[config.mk]
export PLATFORM = sky130hd
export DESIGN_NAME = imm_gen_pipe
export DESIGN_NICKNAME = d
export VERILOG_FILES = /design/src/rtl/imm_gen_pipe.sv
export SDC_FILE = /design/constraint.sdc
export NUM_CORES = 1
export LEC_CHECK = 0
export ABC_AREA = 1
export CELL_PAD_IN_SITES_DETAIL_PLACEMENT = 1
export CELL_PAD_IN_SITES_GLOBAL_PLACEMENT = 2
export CORE_AREA = 4 4 144 146
export DETAILED_ROUTE_END_ITERATION = 10
export DIE_AREA = 0 0 148 150
export PLACE_DENSITY_LB_ADDON = 0.1
export SKIP_CTS_REPAIR_TIMING = 1
export SLEW_MARGIN = 40
export SYNTH_ARGS = -nofsm -noshare
export SYNTH_HDL_FRONTEND = slang
export SYNTH_SLANG_ARGS = --single-unit
[constraint.sdc]
create_clock -name clk -period 1.7 [get_ports clk]
set_input_delay 0.34 -clock clk [delete_from_list [all_inputs] [get_ports clk]]
set_output_delay 0.34 -clock clk [all_outputs]
set_load 0.1 [all_outputs]
[src/rtl/imm_gen_pipe.sv]
`timescale 1ns/1ps
// imm_gen_pipe
//   Registered immediate generator for the RV32I/RV64I decode stage.
//   Each accepted instruction is classified, its immediate is sign- or
//   zero-extended to XLEN bits, and the result lands in a 2-entry FIFO.
//   Unknown opcodes are flagged and counted by a saturating counter.
//
// Ports
//   clk          rising-edge clock
//   reset        synchronous, active-high reset
//   in_valid     instr is valid this cycle
//   in_ready     block can accept an instruction (count < 2)
//   instr        raw 32-bit instruction word
//   out_valid    FIFO head holds a result
//   out_ready    consumer takes the head this cycle
//   imm          XLEN-bit extended immediate of the head entry
//   fmt          head format: 0 none, 1 I, 2 S, 3 B, 4 U, 5 J, 6 SHAMT
//   illegal      head entry had an unrecognised opcode
//   illegal_cnt  saturating count of accepted illegal instructions
//
// Handshake: a transfer happens on a rising edge where valid and ready are
// both high. in_valid/instr and out_ready may change freely while no
// transfer happens. in_ready and out_valid depend only on registered state,
// so there is no combinational path from out_ready to in_ready. Head outputs
// stay constant until the cycle the head is popped.
module imm_gen_pipe #(
  parameter int XLEN  = 32,
  parameter int CNT_W = 16
) (
  input  logic             clk,
  input  logic             reset,
  input  logic             in_valid,
  output logic             in_ready,
  input  logic [31:0]      instr,
  output logic             out_valid,
  input  logic             out_ready,
  output logic [XLEN-1:0]  imm,
  output logic [2:0]       fmt,
  output logic             illegal,
  output logic [CNT_W-1:0] illegal_cnt
);

  localparam logic [2:0] FMT_NONE  = 3'd0;
  localparam logic [2:0] FMT_I     = 3'd1;
  localparam logic [2:0] FMT_S     = 3'd2;
  localparam logic [2:0] FMT_B     = 3'd3;
  localparam logic [2:0] FMT_U     = 3'd4;
  localparam logic [2:0] FMT_J     = 3'd5;
  localparam logic [2:0] FMT_SHAMT = 3'd6;

  localparam logic [6:0] OP_LOAD   = 7'b0000011;
  localparam logic [6:0] OP_IMM    = 7'b0010011;
  localparam logic [6:0] OP_JALR   = 7'b1100111;
  localparam logic [6:0] OP_SYSTEM = 7'b1110011;
  localparam logic [6:0] OP_IMM32  = 7'b0011011;
  localparam logic [6:0] OP_STORE  = 7'b0100011;
  localparam logic [6:0] OP_BRANCH = 7'b1100011;
  localparam logic [6:0] OP_LUI    = 7'b0110111;
  localparam logic [6:0] OP_AUIPC  = 7'b0010111;
  localparam logic [6:0] OP_JAL    = 7'b1101111;
  localparam logic [6:0] OP_OP     = 7'b0110011;
  localparam logic [6:0] OP_FENCE  = 7'b0001111;
  localparam logic [6:0] OP_OP32   = 7'b0111011;

  // ---------------------------------------------------------------- decode
  logic [XLEN-1:0] imm_d;
  logic [2:0]      fmt_d;
  logic            ill_d;
  logic [6:0]      opcode;
  logic [2:0]      funct3;
  logic            is_shift;

  assign opcode   = instr[6:0];
  assign funct3   = instr[14:12];
  assign is_shift = (funct3 == 3'b001) || (funct3 == 3'b101);

  always_comb begin
    imm_d = '0;
    fmt_d = FMT_NONE;
    ill_d = 1'b0;
    if (instr[1:0] != 2'b11) begin
      ill_d = 1'b1;
    end else begin
      case (opcode)
        OP_LOAD, OP_JALR, OP_SYSTEM: begin
          fmt_d = FMT_I;
          imm_d = XLEN'($signed(instr[31:20]));
        end
        OP_IMM: begin
          if (is_shift) begin
            // RV64 shifts use a 6-bit shamt; funct6/funct7 are not immediate.
            fmt_d = FMT_SHAMT;
            if (XLEN == 64) imm_d = XLEN'(instr[25:20]);
            else            imm_d = XLEN'(instr[24:20]);
          end else begin
            fmt_d = FMT_I;
            imm_d = XLEN'($signed(instr[31:20]));
          end
        end
        OP_IMM32: begin
          if (XLEN == 64) begin
            if (is_shift) begin
              fmt_d = FMT_SHAMT;
              imm_d = XLEN'(instr[24:20]);
            end else begin
              fmt_d = FMT_I;
              imm_d = XLEN'($signed(instr[31:20]));
            end
          end else begin
            ill_d = 1'b1;
          end
        end
        OP_STORE: begin
          fmt_d = FMT_S;
          imm_d = XLEN'($signed({instr[31:25], instr[11:7]}));
        end
        OP_BRANCH: begin
          fmt_d = FMT_B;
          imm_d = XLEN'($signed({instr[31], instr[7], instr[30:25],
                                 instr[11:8], 1'b0}));
        end
        OP_LUI, OP_AUIPC: begin
          fmt_d = FMT_U;
          imm_d = XLEN'($signed({instr[31:12], 12'b0}));
        end
        OP_JAL: begin
          fmt_d = FMT_J;
          imm_d = XLEN'($signed({instr[31], instr[19:12], instr[20],
                                 instr[30:21], 1'b0}));
        end
        OP_OP, OP_FENCE: begin
          fmt_d = FMT_NONE;
        end
        OP_OP32: begin
          ill_d = (XLEN != 64);
        end
        default: begin
          ill_d = 1'b1;
        end
      endcase
    end
  end

  // ------------------------------------------------------------------ fifo
  // Slot 0 is always the head; slot 1 only holds data when count == 2.
  logic [1:0]      count;
  logic [XLEN-1:0] head_imm, tail_imm;
  logic [2:0]      head_fmt, tail_fmt;
  logic            head_ill, tail_ill;
  logic            push, pop;

  assign in_ready  = (count < 2'd2);
  assign out_valid = (count != 2'd0);
  assign push      = in_valid & in_ready;
  assign pop       = out_valid & out_ready;

  always_ff @(posedge clk) begin
    if (reset) begin
      count       <= 2'd0;
      head_imm    <= '0;
      head_fmt    <= FMT_NONE;
      head_ill    <= 1'b0;
      tail_imm    <= '0;
      tail_fmt    <= FMT_NONE;
      tail_ill    <= 1'b0;
      illegal_cnt <= '0;
    end else begin
      case ({push, pop})
        2'b10: begin
          if (count == 2'd0) begin
            head_imm <= imm_d;
            head_fmt <= fmt_d;
            head_ill <= ill_d;
          end else begin
            tail_imm <= imm_d;
            tail_fmt <= fmt_d;
            tail_ill <= ill_d;
          end
          count <= count + 2'd1;
        end
        2'b01: begin
          head_imm <= tail_imm;
          head_fmt <= tail_fmt;
          head_ill <= tail_ill;
          tail_imm <= '0;
          tail_fmt <= FMT_NONE;
          tail_ill <= 1'b0;
          count    <= count - 2'd1;
        end
        2'b11: begin
          // Only reachable at count == 1: the new entry becomes the head.
          head_imm <= imm_d;
          head_fmt <= fmt_d;
          head_ill <= ill_d;
        end
        default: ;
      endcase
      if (push && ill_d && (illegal_cnt != {CNT_W{1'b1}}))
        illegal_cnt <= illegal_cnt + CNT_W'(1);
    end
  end

  assign imm     = out_valid ? head_imm : '0;
  assign fmt     = out_valid ? head_fmt : FMT_NONE;
  assign illegal = out_valid & head_ill;

endmodule

After elaboration in Yosys (flattened, before gate mapping)
Cells that the tools add are included.

$add $sub $neg: 3. Order comparisons: 1. Eq/ne operators: 20. Multiplexer cells: 23. Bitwise operators: 3. Reduce and logical (&&, ||, !) cells: 12.

Operator list (number): case mux 32 bit (6 select lines) (1); 2-to-1 mux 32 bit (5); case mux 32 bit (3 select lines) (1); case mux 32 bit (2 select lines) (1); == test 7 bit (second input constant) (4); == test 7 x 6 -> 1 bit (second input constant) (3); case mux 3 bit (6 select lines) (1); adder 16 x 1 -> 16 bit (second input constant) (1); != test 16 bit (second input constant) (1); 2-to-1 mux 3 bit (5); == test 7 x 5 -> 1 bit (second input constant) (2); OR reduction 11 bit (1); case mux 3 bit (3 select lines) (1); == test 7 x 2 -> 1 bit (second input constant) (1); == test 7 x 4 -> 1 bit (second input constant) (1); != test 2 bit (second input constant) (3); case mux 3 bit (2 select lines) (1); == test 2 bit (second input constant) (2); 2-to-1 mux 1 bit (4); case mux 2 bit (2 select lines) (1); AND reduction 2 bit (2); nonzero test 2 bit (2); AND 1 bit (3); == test 3 x 1 -> 1 bit (second input constant) (1); other kinds (13) (14).

Bits in registers: 90.

Longest topological paths before layout
Gate-level depths: netlist of run 1.

Depth in word-level cells: 7. Depth in mapped cells: 12. Depth with buffers taken out: 11.

Worst setup path before layout of run 1
OpenSTA, ideal clock, no wires.

Path type: register to register. Start point: register count[1]. End point: register tail_imm[22]. Setup time: 0.070 ns. Arrival time: 2.433 ns. Setup slack: -0.803 ns. Cell stages (with the launch flop): 11. Path buffers: 2. Clock period less this slack: 2.503 ns. Cell sequence: dfxtp_1 -> inv_1 -> nand2_1 -> clkinv_1 -> clkbuf_8 -> ha_1 -> nor2_1 -> a21oi_4 -> clkbuf_1 -> o21ai_0 -> a21oi_1.

Longest elaborated chain between the ends: 5. Elaborated cells on any way between the ends: 11.

RTL lines: from (decl) (line 146) `logic [1:0] count;`; from (signal assigned) (line 179) `count <= count + 2'd1;`; from (signal assigned) (line 188) `count <= count - 2'd1;`; < comparator 2 bit (*) (line 152) `assign in_ready = (count < 2'd2);`; named net in_ready (line 33) `output logic in_ready,`; AND 1 bit (*) (line 154) `assign push = in_valid & in_ready;`; == test 2 bit or == test 2 x 1 -> 1 bit (tied branches) (line 168) `case ({push, pop})`; != test 2 bit (no line) or nonzero test 2 bit (tied branches); AND reduction 2 bit (no line); to (signal assigned) (line 175) `tail_imm <= imm_d;`; to (decl) (line 147) `logic [XLEN-1:0] head_imm, tail_imm;`.

Mark *: on every way through the listed nets, which the timed path passes. The rest lies on a longest branch. A chain may end at the register's enable or synchronous reset.

Final worst setup path of run 1
Start point: register count[1]. End point: register tail_fmt[2].

Longest elaborated chain between the ends: 5. Elaborated cells on any way between the ends: 11.

RTL lines: < comparator 2 bit or nonzero test 2 bit (tied branches) (line 152, 153); AND 1 bit (on tied branches) (line 154, 155); == test 2 bit or == test 2 x 1 -> 1 bit (tied branches) (line 168); != test 2 bit (no line) or nonzero test 2 bit (tied branches); AND reduction 2 bit (no line); to (signal assigned) (line 176) `tail_fmt <= fmt_d;`; to (decl) (line 148) `logic [2:0] head_fmt, tail_fmt;`.

Parallel ways exist; a longest one is shown, timed or not.

==> impl_metrics.env, run 1 <==
export IMPL_setup_viol_count_final=70
export IMPL_grtUsageMet3_pct=2.09
export IMPL_p_seq_share_pct=23.0
export IMPL_numCtsBuffers=9
export IMPL_finalPower_uw=14300
export IMPL_io_buffer_count=89
export IMPL_post_dp_hpwl_mm=13.4
export IMPL_fp_dieH_um=150
export IMPL_synth_top_area_share_pct=36.3
export IMPL_p_leak_uw=0.00348
export IMPL_synthesis_nets=769
export IMPL_via_count=5433
export IMPL_yosys_warnings=0
export IMPL_postSynthAreaPerCell_um2=6.80
export IMPL_final_nets=908
export IMPL_finalHoldViolCount=0
export IMPL_hold_start="illegal_cnt[11]"
export IMPL_ant_nets=0
export IMPL_finalWorstSetupSlack_ps=-109
export IMPL_cap_violations=0
export IMPL_slowest_stage="dfxtp_4"
export IMPL_hold_class="reg -> reg"
export IMPL_grt_max_degree=77
export IMPL_path_clk_slew_ps=70
export IMPL_worst_slew_pin_slew_ps=346
export IMPL_synth_seq_cells=90
export IMPL_p_sw_uw=6670
export IMPL_drt_initial_drc_count=215
export IMPL_r2r_end="tail_fmt[2]"
export IMPL_skew_ps=6.11
export IMPL_coreArea_um2=19400
export IMPL_required_ps=1920
export IMPL_ff2ff_setup_slack_ps=-110
export IMPL_fin_area_um2=8420
export IMPL_ir_drop_mv=0.978
export IMPL_whs_endpoint="illegal_cnt[11]"
export IMPL_r2r_start="count[1]"
export IMPL_overflow=0
export IMPL_startpoint_type="flop"
export IMPL_cts_root_buf="clkbuf_16"
export IMPL_cts_buffer_depth=2
export IMPL_synth_area_um2=4970
export IMPL_cts_sinks=90
export IMPL_relSlewSlack_pct=76.9
export IMPL_post_dp_cell_area_um2=7350
export IMPL_final_period_utilization_pct=106
export IMPL_die_area_um2=22200
export IMPL_synthCells=730
export IMPL_worstPathArrival_ps=2030
export IMPL_worstSetupPathType="reg -> reg"
export IMPL_insertion_delay_ps=350
export IMPL_cp_cell_sequence="nor2_4 > clkinvlp_4 > nand2_4 > buf_6 > ha_4 > nor2_4 > a21oi_4 > buf_12 > buf_12 > clkbuf_16 > a21oi_2"
export IMPL_gp_congestion=0.850
export IMPL_routed_wl_mm=19.8
export IMPL_intPower_uw=7630
export IMPL_start_util_pct=25.6
export IMPL_drc=0
export IMPL_dieWidth_um=148
export IMPL_rows=51
export IMPL_rsz0062_at_grt="yes"
export IMPL_p_sw_share_pct=46.6
export IMPL_grt_met1_usage_pct=21.4
export IMPL_grt_util_met2_pct=27.9
export IMPL_clockPowerShare_pct=14.2
export IMPL_grtUsageTotal_pct=16.2
export IMPL_first_pass_iters=4
export IMPL_crit_fanout=6
export IMPL_slowest_delay_ps=360
export IMPL_dp_slack_ps=-494
export IMPL_hold_depth=2
export IMPL_synth_top_cell_by_area="dfxtp_1"
export IMPL_clock_tree_htree_level_count=3
export IMPL_min_period_ps=1810
export IMPL_end_kind="flop"
export IMPL_ys_seq_area_share_pct=36.3
export IMPL_reg2reg_depth=11
export IMPL_antenna_found_initial=0
export IMPL_io_pins=90
export IMPL_drive_gt1_share_pct=36.5
export IMPL_max_freq_ghz=0.553
export IMPL_syn_to_final_growth_pct=69.5
export IMPL_n_antenna_cell=0
export IMPL_final_max_slew_violation_count=0
export IMPL_grt_pass1_wl_mm=29.0
export IMPL_violations="negative setup slack"
export IMPL_combPwrFrac_pct=62.8
export IMPL_drt_wirelength_per_cell_um=17.4
export IMPL_grt_pass1_vias=5556
export IMPL_p_per_area_nw_per_um2=1700
export IMPL_outcome="finished, violations left"
export IMPL_yosys_top_cells_area="dfxtp_1 (36%), a21oi_1 (12%), nand2_1 (9.2%), o21ai_0 (7.5%), nor2_1 (6.3%)"
export IMPL_routed_via_density=4.77
export IMPL_synth_distinct_cells=34
export IMPL_grt_busiest_layer="met2"
export IMPL_cts_tree="built"
worst max-delay path by stage:
stage / cells past startpoint / endpoint / start / slack (ps)
after global placement: 11 / head_imm[27] / instr[5] / -430
after detailed placement: 11 / head_imm[27] / instr[5] / -490
after floorplan: 10 / tail_fmt[2] / count[1] / -450
after global routing: 11 / tail_fmt[2] / count[1] / -170
final: 11 / tail_fmt[2] / count[1] / -110
after CTS: 5 / imm[8] / count[1] / -290
sequential cells by signal (all words and copies together), names as in the netlist:
| signal | count |
|---|---|
| count | 2 |
| illegal_cnt | 16 |
| tail_ill | 1 |
| head_imm | 32 |
| tail_imm | 32 |
| tail_fmt | 3 |
| head_ill | 1 |
| head_fmt | 3 |
metrics by stage:
step	TNS [ps]	utilization, %	instances	hold WS, ps
after floorplan	-39170	-	730	393
after global placement	-32080	37.9	1096	504
after detailed placement	-35890	37.9	1096	506
after CTS	-11990	39.5	1112	518
after global routing	-9370	43.4	1139	535
final	-4090	43.4	1139	517
worst max-delay path: cells and delay by family (launching register included):
kind,cells,cell delay (ps)
AND/OR/NAND/NOR,3,280
adder cells (fa/ha/maj),1,150
flip-flops,1,360
buffers and inverters,5,690
AO/OA/AOI/OAI,2,190
placed cells by master, fill, tap and decap left out, drive strengths merged:
cell type | Yosys | final
nand2 | 140 | 140
a21oi | 133 | 133
buf | 22 | 129
nor2 | 94 | 94
dfxtp | 90 | 90
o21ai | 82 | 82
inv | 77 | 75
clkdlybuf4s50 | 0 | 28
clkbuf | 22 | 23
nand3 | 19 | 19
nand4 | 19 | 19
nor3 | 12 | 12
xor2 | 8 | 8
dlymetal6s2s | 0 | 7
ha | 3 | 3
clkinv | 2 | 3
clkinvlp | 0 | 2
xnor2 | 2 | 2
o22ai | 2 | 2
nand3b | 2 | 2
and2 | 1 | 1
power groups by stage:
stage,Sequential [µW],Clock [µW],Combinational (µW)
floorplan,3260,0,4600
global placement,3270,0,7080
detailed placement,3300,0,7230
CTS,3270,2090,7260
global route,3370,2160,9510
finish,3290,2030,8980
cell type report:
class | count | area (µm²)
fillers | 2294 | 11000
multi-input cells | 517 | 3090
repair buffers | 172 | 2530
flip-flops and latches | 90 | 1850
well taps | 265 | 332
inverters | 79 | 309
clock buffers | 15 | 298
clock inverters | 1 | 5.00
synth_stat cells:
library cell and number:
buf_6 5, nand4_4 3, clkbuf_8 2, nand3_1 16
nor3_1 12, xor2_1 8, nand2_2 18, nor2_4 6
clkbuf_1 20, buf_2 11, nand4_1 16, ha_1 3
buf_1 3, and2_1 1, xnor2_1 2, nand3_2 3
o21ai_1 7, nand3b_1 1, o21ai_0 74, nand3b_4 1
clkinv_1 2, inv_1 73, nor2_2 4, a21oi_4 1
dfxtp_1 90, nand2_1 122, inv_2 4, nor2_1 84
buf_8 1, a21oi_1 122, a21oi_2 10, buf_4 2
o22ai_1 2, o21ai_2 1
routing by layer:
| layer | routed length [µm] | part of all wire, % |
|---|---|---|
| met2 | 9770 | 49 |
| met1 | 9230 | 47 |
| met5 | 0 | 0 |
| met4 | 276 | 1.4 |
| met3 | 515 | 2.6 |
kinds of logic (layout without fill, tap and decap cells):
family	count (synthesis)	count (layout)	synth area share [%]
and+or+nand+nor	287	287	27.1
buffers and inverters	123	267	11.1
adders and majority gates	3	3	0.756
xor gates and xnor gates	10	10	1.76
AOI/OAI and AO/OA	217	217	23.0
DFF	90	90	36.3
Note: power is estimated with default switching activity, not from simulation.
==> run 2, diff against run 1 <==
--- a/config.mk
+++ b/config.mk
@@ -8,11 +8,14 @@
 export ABC_AREA = 1
 export CELL_PAD_IN_SITES_DETAIL_PLACEMENT = 1
 export CELL_PAD_IN_SITES_GLOBAL_PLACEMENT = 2
-export CORE_AREA = 4 4 144 146
+export CORE_AREA = 4 4 141 143
+export CTS_BUF_LIST = sky130_fd_sc_hd__clkbuf_4
 export DETAILED_ROUTE_END_ITERATION = 10
-export DIE_AREA = 0 0 148 150
+export DIE_AREA = 0 0 145 147
+export MAX_ROUTING_LAYER = met4
 export PLACE_DENSITY_LB_ADDON = 0.1
 export SKIP_CTS_REPAIR_TIMING = 1
+export SKIP_LAST_GASP = 1
 export SLEW_MARGIN = 40
 export SYNTH_ARGS = -nofsm -noshare
 export SYNTH_HDL_FRONTEND = slang
==> impl_metrics.env, run 2 (synthesis results as in run 1) <==
export IMPL_numCtsBuffers=9
export IMPL_mostFrequentLayoutCell="nand2_1"
export IMPL_rsz0062_at_grt="yes"
export IMPL_p_leak_uw=0.00344
export IMPL_ff2ff_setup_slack_ps=-230
export IMPL_end_kind="flop"
export IMPL_drt_initial_drc_count=317
export IMPL_hold_start="head_imm[15]"
export IMPL_max_freq_ghz=0.517
export IMPL_drive_gt1_share_pct=44.3
export IMPL_insertion_delay_ps=490
export IMPL_crit_fanout=5
export IMPL_cts_sinks=90
export IMPL_post_dp_hpwl_mm=13.1
export IMPL_path_clk_slew_ps=160
export IMPL_required_ps=2110
export IMPL_worst_slew_pin_slew_ps=367
export IMPL_final_cell_mix="nand2_1 (95), buf_12 (74), dfxtp_1 (72), a21oi_1 (71), inv_1 (70)"
export IMPL_fp_dieH_um=147
export IMPL_cts_buffer_depth=2
export IMPL_ir_drop_mv=0.851
export IMPL_p_per_area_nw_per_um2=1720
export IMPL_grt_busiest_layer="met2"
export IMPL_p_seq_share_pct=22.6
export IMPL_drc=0
export IMPL_io_pins=90
export IMPL_final_period_utilization_pct=114
export IMPL_intPower_uw=7660
export IMPL_r2r_start="count[0]"
export IMPL_reg2reg_depth=11
export IMPL_grt_max_degree=42
export IMPL_finalHoldViolCount=0
export IMPL_fin_hold_ws_ps=529
export IMPL_routed_via_density=4.95
export IMPL_clock_tree_htree_level_count=3
export IMPL_start_util_pct=26.7
export IMPL_first_pass_iters=4
export IMPL_routed_wl_mm=20.8
export IMPL_grtUsageMet3_pct=3.18
export IMPL_syn_to_final_growth_pct=75.2
export IMPL_startpoint_type="flop"
export IMPL_worstPathArrival_ps=2350
export IMPL_cap_violations=0
export IMPL_skew_ps=22.7
export IMPL_whs_endpoint="head_imm[15]"
export IMPL_cts_root_buf="clkbuf_4"
export IMPL_dp_slack_ps=-539
export IMPL_min_period_ps=1930
export IMPL_io_buffer_count=89
export IMPL_grt_pass1_vias=5642
export IMPL_final_max_slew_violation_count=0
export IMPL_outcome="finished, violations left"
export IMPL_violations="negative setup slack"
export IMPL_dieWidth_um=145
export IMPL_drt_wirelength_per_cell_um=18.6
export IMPL_antenna_found_initial=1
export IMPL_grt_met1_usage_pct=21.4
export IMPL_coreArea_um2=18600
export IMPL_rows=50
export IMPL_grt_util_met2_pct=29.2
export IMPL_nFillCells=2132
export IMPL_via_count=5532
export IMPL_p_sw_share_pct=49.0
export IMPL_final_nets=915
export IMPL_hold_class="reg -> reg"
export IMPL_grt_pass1_wl_mm=29.4
export IMPL_combPwrFrac_pct=67.7
export IMPL_reg_top3="head_imm: 32 flops, tail_imm: 32 flops, illegal_cnt: 16 flops"
export IMPL_r2r_end="tail_imm[9]"
export IMPL_relSlewSlack_pct=75.5
export IMPL_ant_nets=0
export IMPL_die_area_um2=21300
export IMPL_finalWorstSetupSlack_ps=-234
export IMPL_hold_depth=2
export IMPL_grtUsageTotal_pct=17.4
export IMPL_p_sw_uw=7340
export IMPL_cts_tree="built"
export IMPL_clockPowerShare_pct=9.7
export IMPL_gp_congestion=0.823
export IMPL_worstSetupPathType="reg -> reg"
export IMPL_overflow=0
export IMPL_setup_viol_count_final=94
==> run 2: cell types whose count changed in the layout (fill, tap and decap cells not counted), sizes merged, moves of 2 or more <==
cell | previous run | this run
clkbuf | 23 | 20
buf | 129 | 132
inv | 75 | 78
clkinvlp | 2 | 4
diode | 0 | 2
clkdlybuf4s50 | 28 | 32
bufinv | 0 | 2
dlymetal6s2s | 7 | 3
==> run 2: power groups by stage <==
stage          registers, µW  clock network (µW)  logic (µW)
3_5_place_dp            3300                   0        7240
6_report                3390                1450       10200
5_1_grt                 3480                1580       10700
2_1_floorplan           3260                   0        4600
4_1_cts                 3250                1500        7270
3_3_place_gp            3270                   0        7120
==> run 2: critical path, cell delays in order, from the launching register on <==
cell	delay, ps
dfxtp_2	360
nor2_4	160
clkinvlp_4	140
nand2_4	90
buf_6	100
ha_4	150
nor2_4	40
a21oi_4	300
buf_12	180
clkbuf_16	150
o21ai_2	60
a21oi_1	130
==> run 2: worst max path at each step <==
stage               startpoint              end  slack [ps]  depth (start not counted)
detailed placement    instr[5]      tail_imm[7]        -540                         11
CTS                   count[1]          imm[25]        -390                          5
floorplan             count[1]      tail_fmt[2]        -450                         10
global route          count[0]      tail_imm[9]        -330                         11
global placement      instr[4]  illegal_cnt[13]        -480                         11
finish                count[0]      tail_imm[9]        -230                         11
==> run 2: metal layers <==
layer,share of wire (%),wire [µm]
met5,0,0
met4,1.8,380
met3,4.1,844
met2,49,10300
met1,45,9310
==> run 2: through the flow <==
stage	instances	power, µW	util (%)	setup TNS (ps)	cell area, µm²
2_1_floorplan	730	7860	-	-39170	5290
3_3_place_gp	1067	10400	39.4	-34890	7320
3_5_place_dp	1067	10500	39.4	-40270	7320
4_1_cts	1083	12000	40.3	-14550	7480
5_1_grt	1117	15700	46.8	-21820	8700
6_report	1117	15000	46.8	-13640	8700
==> run 2: area by class of cell <==
type                    count  area [µm²]  share of cell area (%)
multi-input cells         518        3410                    39.3
clock buffers               9        67.6                   0.777
flip-flops and latches     90        1850                    21.3
diodes                      2        5.00                  0.0575
repair buffers            178        2650                    30.5
inverters                  79         315                    3.62
well taps                 234         293                    3.37
clock inverters             7         100                    1.15
==> RTL edit 1, RTL diff (config.mk and constraints of run 1) <==
Register the output `illegal_cnt` once more, with the module's reset; this adds one clock of latency there. The other outputs are not delayed to match.
--- a/src/rtl/imm_gen_pipe.sv
+++ b/src/rtl/imm_gen_pipe.sv
@@ -62,6 +62,8 @@
   localparam logic [6:0] OP_FENCE  = 7'b0001111;
   localparam logic [6:0] OP_OP32   = 7'b0111011;
 
+  logic [CNT_W-1:0] illegal_cnt_s0;
+
   // ---------------------------------------------------------------- decode
   logic [XLEN-1:0] imm_d;
   logic [2:0]      fmt_d;
@@ -163,7 +165,7 @@
       tail_imm    <= '0;
       tail_fmt    <= FMT_NONE;
       tail_ill    <= 1'b0;
-      illegal_cnt <= '0;
+      illegal_cnt_s0 <= '0;
     end else begin
       case ({push, pop})
         2'b10: begin
@@ -195,8 +197,8 @@
         end
         default: ;
       endcase
-      if (push && ill_d && (illegal_cnt != {CNT_W{1'b1}}))
-        illegal_cnt <= illegal_cnt + CNT_W'(1);
+      if (push && ill_d && (illegal_cnt_s0 != {CNT_W{1'b1}}))
+        illegal_cnt_s0 <= illegal_cnt_s0 + CNT_W'(1);
     end
   end
 
@@ -204,5 +206,13 @@
   assign fmt     = out_valid ? head_fmt : FMT_NONE;
   assign illegal = out_valid & head_ill;
 
+  always_ff @(posedge clk) begin
+    if (reset) begin
+      illegal_cnt <= '0;
+    end else begin
+      illegal_cnt <= illegal_cnt_s0;
+    end
+  end
+
 endmodule
 
Formal check against the unedited RTL: not equivalent (a bounded check fails within 4 cycles, from zero or initial values and one cycle with reset high).
==> RTL edit 1 against run 1 <==
  * Largest cell class unchanged
  * Largest power group unchanged
  * Clock skew increased by 0.0022 ns
  * Final cell count increased by 2.0%
  * First-iteration DRC count is 30% lower
  * Worst setup slack worse by 0.043 ns
  * The flow still finishes with violations (setup timing)
  * Power is 12% higher
  * Wire length grew 5.6%
  * Area after synthesis rose by 1.9%
  * Core utilization up 4.7 points
  * Critical path type is now reg -> out
  * Sequential share of layout area rose by 0.82 points
  * Register-to-register slack got worse by 0.02 ns
  * Sequential power grew 15%
  * Sequential cell count rose by 16
  * Design area rose by 11%
==> RTL edit 1: results (changes against run 1) <==
setup violators final=103 (was 70); crit end category=output pin (was flop); Inverters=87 (was 79); post-place setup slack=-0.475 ns (was -0.494 ns); vias post-DR=5537 (was 5433); post-DP HPWL=13.1 mm (was 13.4 mm); footprint of the multi-input gates=3500 µm² (was 3090 µm²); setup ws final=-0.152 ns (was -0.109 ns); outcome=complete, but fails checks (unchanged); synth cell count leaders=134 x a21oi_1, 122 x nand2_1, 106 x dfxtp_1, 98 x nor2_1 (was 122 x a21oi_1, 122 x nand2_1, 90 x dfxtp_1, 84 x nor2_1, 74 x o21ai_0); Crit Reg-Reg Endpoint=head_imm[28] (was tail_fmt[2]); crit path to=fmt[1] (was tail_fmt[2]); clk tree area frac=3.23% (was 3.60%); peak supply drop=825 µV (was 978 µV); routed wire length per instance=18.0 µm (was 17.4 µm); largest net degree at the start of global routing=75 (was 77); share of cells above drive strength 1=43.1% (was 36.5%); number of fill cells=2219 (was 2294); 1st-iter DRT viols=150 (was 215); failing checks=setup timing (unchanged); clk_skew=0.00828 ns (was 0.00611 ns); Final nets=931 (was 908); Reg2Reg Setup Slack=-0.13 ns (was -0.11 ns); FF/Latch Area=2130 µm² (was 1850 µm²); first-pass GRT wire length=28.7 mm (was 29.0 mm); Hold Worst Slack=0.490 ns (was 0.517 ns); Critical Path Fanout Max=8 (was 6); Netlist cell types=29 (was 34); hold path start=illegal_cnt_s0[15] (was illegal_cnt[11])
[RTL edit 1: changes by cell type in the layout (fill, tap and decap cells not counted), moves of 9 or more]
cell	run 1	this run
a21oi_2	32	78
nand2_1	107	86
a21oi_4	1	12
dfxtp_4	12	1
nand2_2	27	16
nor2_2	20	7
nor2_1	40	56
o21ai_0	47	27
o21ai_1	25	46
a21oi_1	100	45
nand2_4	6	27
dfxtp_1	72	102
nor3_1	11	2
[RTL edit 1: power groups by stage]
| stage | Sequential (mW) | Combinational (mW) | Clock (mW) |
|---|---|---|---|
| finish | 3.78 | 10.1 | 2.17 |
| CTS | 3.67 | 7.46 | 2.25 |
| global route | 3.86 | 10.6 | 2.35 |
| detailed placement | 3.72 | 7.44 | 0 |
| global placement | 3.69 | 7.29 | 0 |
| floorplan | 3.62 | 4.93 | 0 |
[RTL edit 1: kinds of logic (layout without fill, tap and decap cells)]
group           Yosys count  count (layout)  share of synthesized area (%)
simple gates            270             270                           23.1
compound gates          217             217                           21.6
buf+inv                 130             288                           10.4
flops                   106             106                           41.9
xor+xnor                 13              13                           2.25
fa+ha+maj                 3               3                          0.742
[RTL edit 1: layer usage]
layer  vias to the layer above  global-route usage [%]  routed length, µm
met3                        34                    2.94                723
met1                      2730                    17.9               8480
met2                        92                    31.0              11200
met4                         0                    4.43                525
met5                         -                       0                  0
li1                       2681                       -                  -
[RTL edit 1: metrics by stage]
stage	instance area, µm²	instances	TNS [ns]
finish	9320	1162	-7.32
global route	9320	1162	-16.74
CTS	7890	1127	-8.15
detailed placement	7590	1111	-36.00
global placement	7590	1111	-29.89
floorplan	5530	739	-23.55
[RTL edit 1: critical path, delay by kind of cell (launching register included)]
family / cells / cell delay, ns
and+or+nand+nor: 2 / 0.25
buffers and inverters: 3 / 0.53
DFF: 1 / 0.36
==> RTL edit 2, RTL diff (flow settings as in run 1) <==
Made on the original files. The parameter `XLEN` goes from 32 to 64.
--- a/src/rtl/imm_gen_pipe.sv
+++ b/src/rtl/imm_gen_pipe.sv
@@ -24,7 +24,7 @@
 // so there is no combinational path from out_ready to in_ready. Head outputs
 // stay constant until the cycle the head is popped.
 module imm_gen_pipe #(
-  parameter int XLEN  = 32,
+  parameter int XLEN  = 64,
   parameter int CNT_W = 16
 ) (
   input  logic             clk,
Interface: changed (resized imm); port bits go from 90 to 122. No check against the original RTL was run, so the function may have changed too.
==> RTL edit 2 against run 1 <==
  * Highest routed layer unchanged
  * Via count decreased by 2.8%
  * Area after synthesis decreased by 2.4%
  * Worst setup slack got worse by 0.052 ns
  * The run still ends with setup timing left
  * Wire length decreased by 0.87%
  * Count of clock-buffer cells in the layout decreased by 4
  * Core utilization increased by 2.0 points
  * Sequential cell count unchanged
  * Clock power increased by 14%
  * Power increased by 16%
  * Design area increased by 4.7%
==> RTL edit 2: results (changes against run 1) <==
clk tree area frac=3.81% (was 3.60%); Final nets=894 (was 908); slowest stage cell, crit path=dfxtp_2 (was dfxtp_4); Vias per Instance=4.69 (was 4.77); fin cells=1125 (was 1139); peak supply drop=1460 µV (was 978 µV); Total Routing Usage GR=15.5% (was 16.2%); outcome=complete, but fails checks (unchanged); routing usage on met3=2.33% (was 2.09%); share of cells above drive strength 1=39.2% (was 36.5%); Non-clock buffer share=35.9% (was 30.1%); initial antenna violation count=0 (unchanged); Inverters=65 (was 79); syn nets=748 (was 769); synth cell count leaders=126 x a21oi_1, 106 x nand2_1, 90 x dfxtp_1, 84 x o21ai_0, 64 x nor2_1 (was 122 x a21oi_1, 122 x nand2_1, 90 x dfxtp_1, 84 x nor2_1, 74 x o21ai_0); number of clock buffers in the layout=11 (was 15); Critical Path AT=1.52 ns (was 2.03 ns); first-pass GRT wire length=27.9 mm (was 29.0 mm); Signal buffers=208 (was 172); Netlist cell types=32 (was 34); Pleak=3.52 nW (was 3.48 nW); failing checks=setup timing (unchanged); GPL Wtd Cong=0.833 (was 0.850); multi-input combinational area share=33.0% (was 36.7%); Reg power frac=19.9% (was 23.0%); Max-slew headroom=75.5% (was 76.9%); setup violators final=85 (was 70); Critical Path Fanout Max=8 (was 6); #MultiIn Comb=481 (was 517); WL met2=10.0 mm (was 9.77 mm); post-DP HPWL=13.0 mm (was 13.4 mm); DRT met1 WL=8.74 mm (was 9.23 mm); largest net degree at the start of global routing=53 (was 77); Post-Syn Instances=709 (was 730); met1 Resource Use GR=19.3% (was 21.4%); post-place setup slack=-0.524 ns (was -0.494 ns); seq_cells=90 (unchanged); DR WL met3=502 µm (was 515 µm); biggest registers after layout=head_imm (32), tail_imm (32), illegal_cnt (16) (unchanged); fraction of area in registers=20.7% (was 22.0%); setup ws final=-0.161 ns (was -0.109 ns); sequential area share after synthesis=37.2% (was 36.3%); clk_skew=0.00597 ns (was 0.00611 ns); 1st-iter DRT viols=232 (was 215); P per Cell Area=1880 nW/µm² (was 1700 nW/µm²); largest cells by area after synthesis=dfxtp_1 37%, a21oi_1 13%, o21ai_0 8.7%, nand2_1 8.2%, buf_4 5.1% (was dfxtp_1 36%, a21oi_1 12%, nand2_1 9.2%, o21ai_0 7.5%, nor2_1 6.3%); number of fill cells=2257 (was 2294)
-- RTL edit 2: through the flow --
| step | setup TNS, ns | instance area, µm² |
|---|---|---|
| finish | -8.14 | 8810 |
| global route | -13.65 | 8810 |
| CTS | -22.79 | 7810 |
| detailed placement | -37.63 | 7470 |
| global placement | -31.92 | 7470 |
| floorplan | -89.91 | 4970 |
-- RTL edit 2: path summary, 6_finish.rpt --
check	start	endpoint	slack [ns]	cells after the start
worst max register to register	count[0]	tail_imm[20]	-0.10	10
worst min-delay path	illegal_cnt[15]	illegal_cnt[15]	0.51	2
worst max-delay path	count[0]	imm[42]	-0.16	6
worst min register to register	illegal_cnt[15]	illegal_cnt[15]	0.51	2
-- RTL edit 2: logic make-up after synthesis --
family,share of synthesized area [%]
AOI/OAI and AO/OA,23.7
adders and majority gates,0.774
DFF,37.2
and+or+nand+nor,22.1
buffers and inverters,13.7
xor gates and xnor gates,2.53
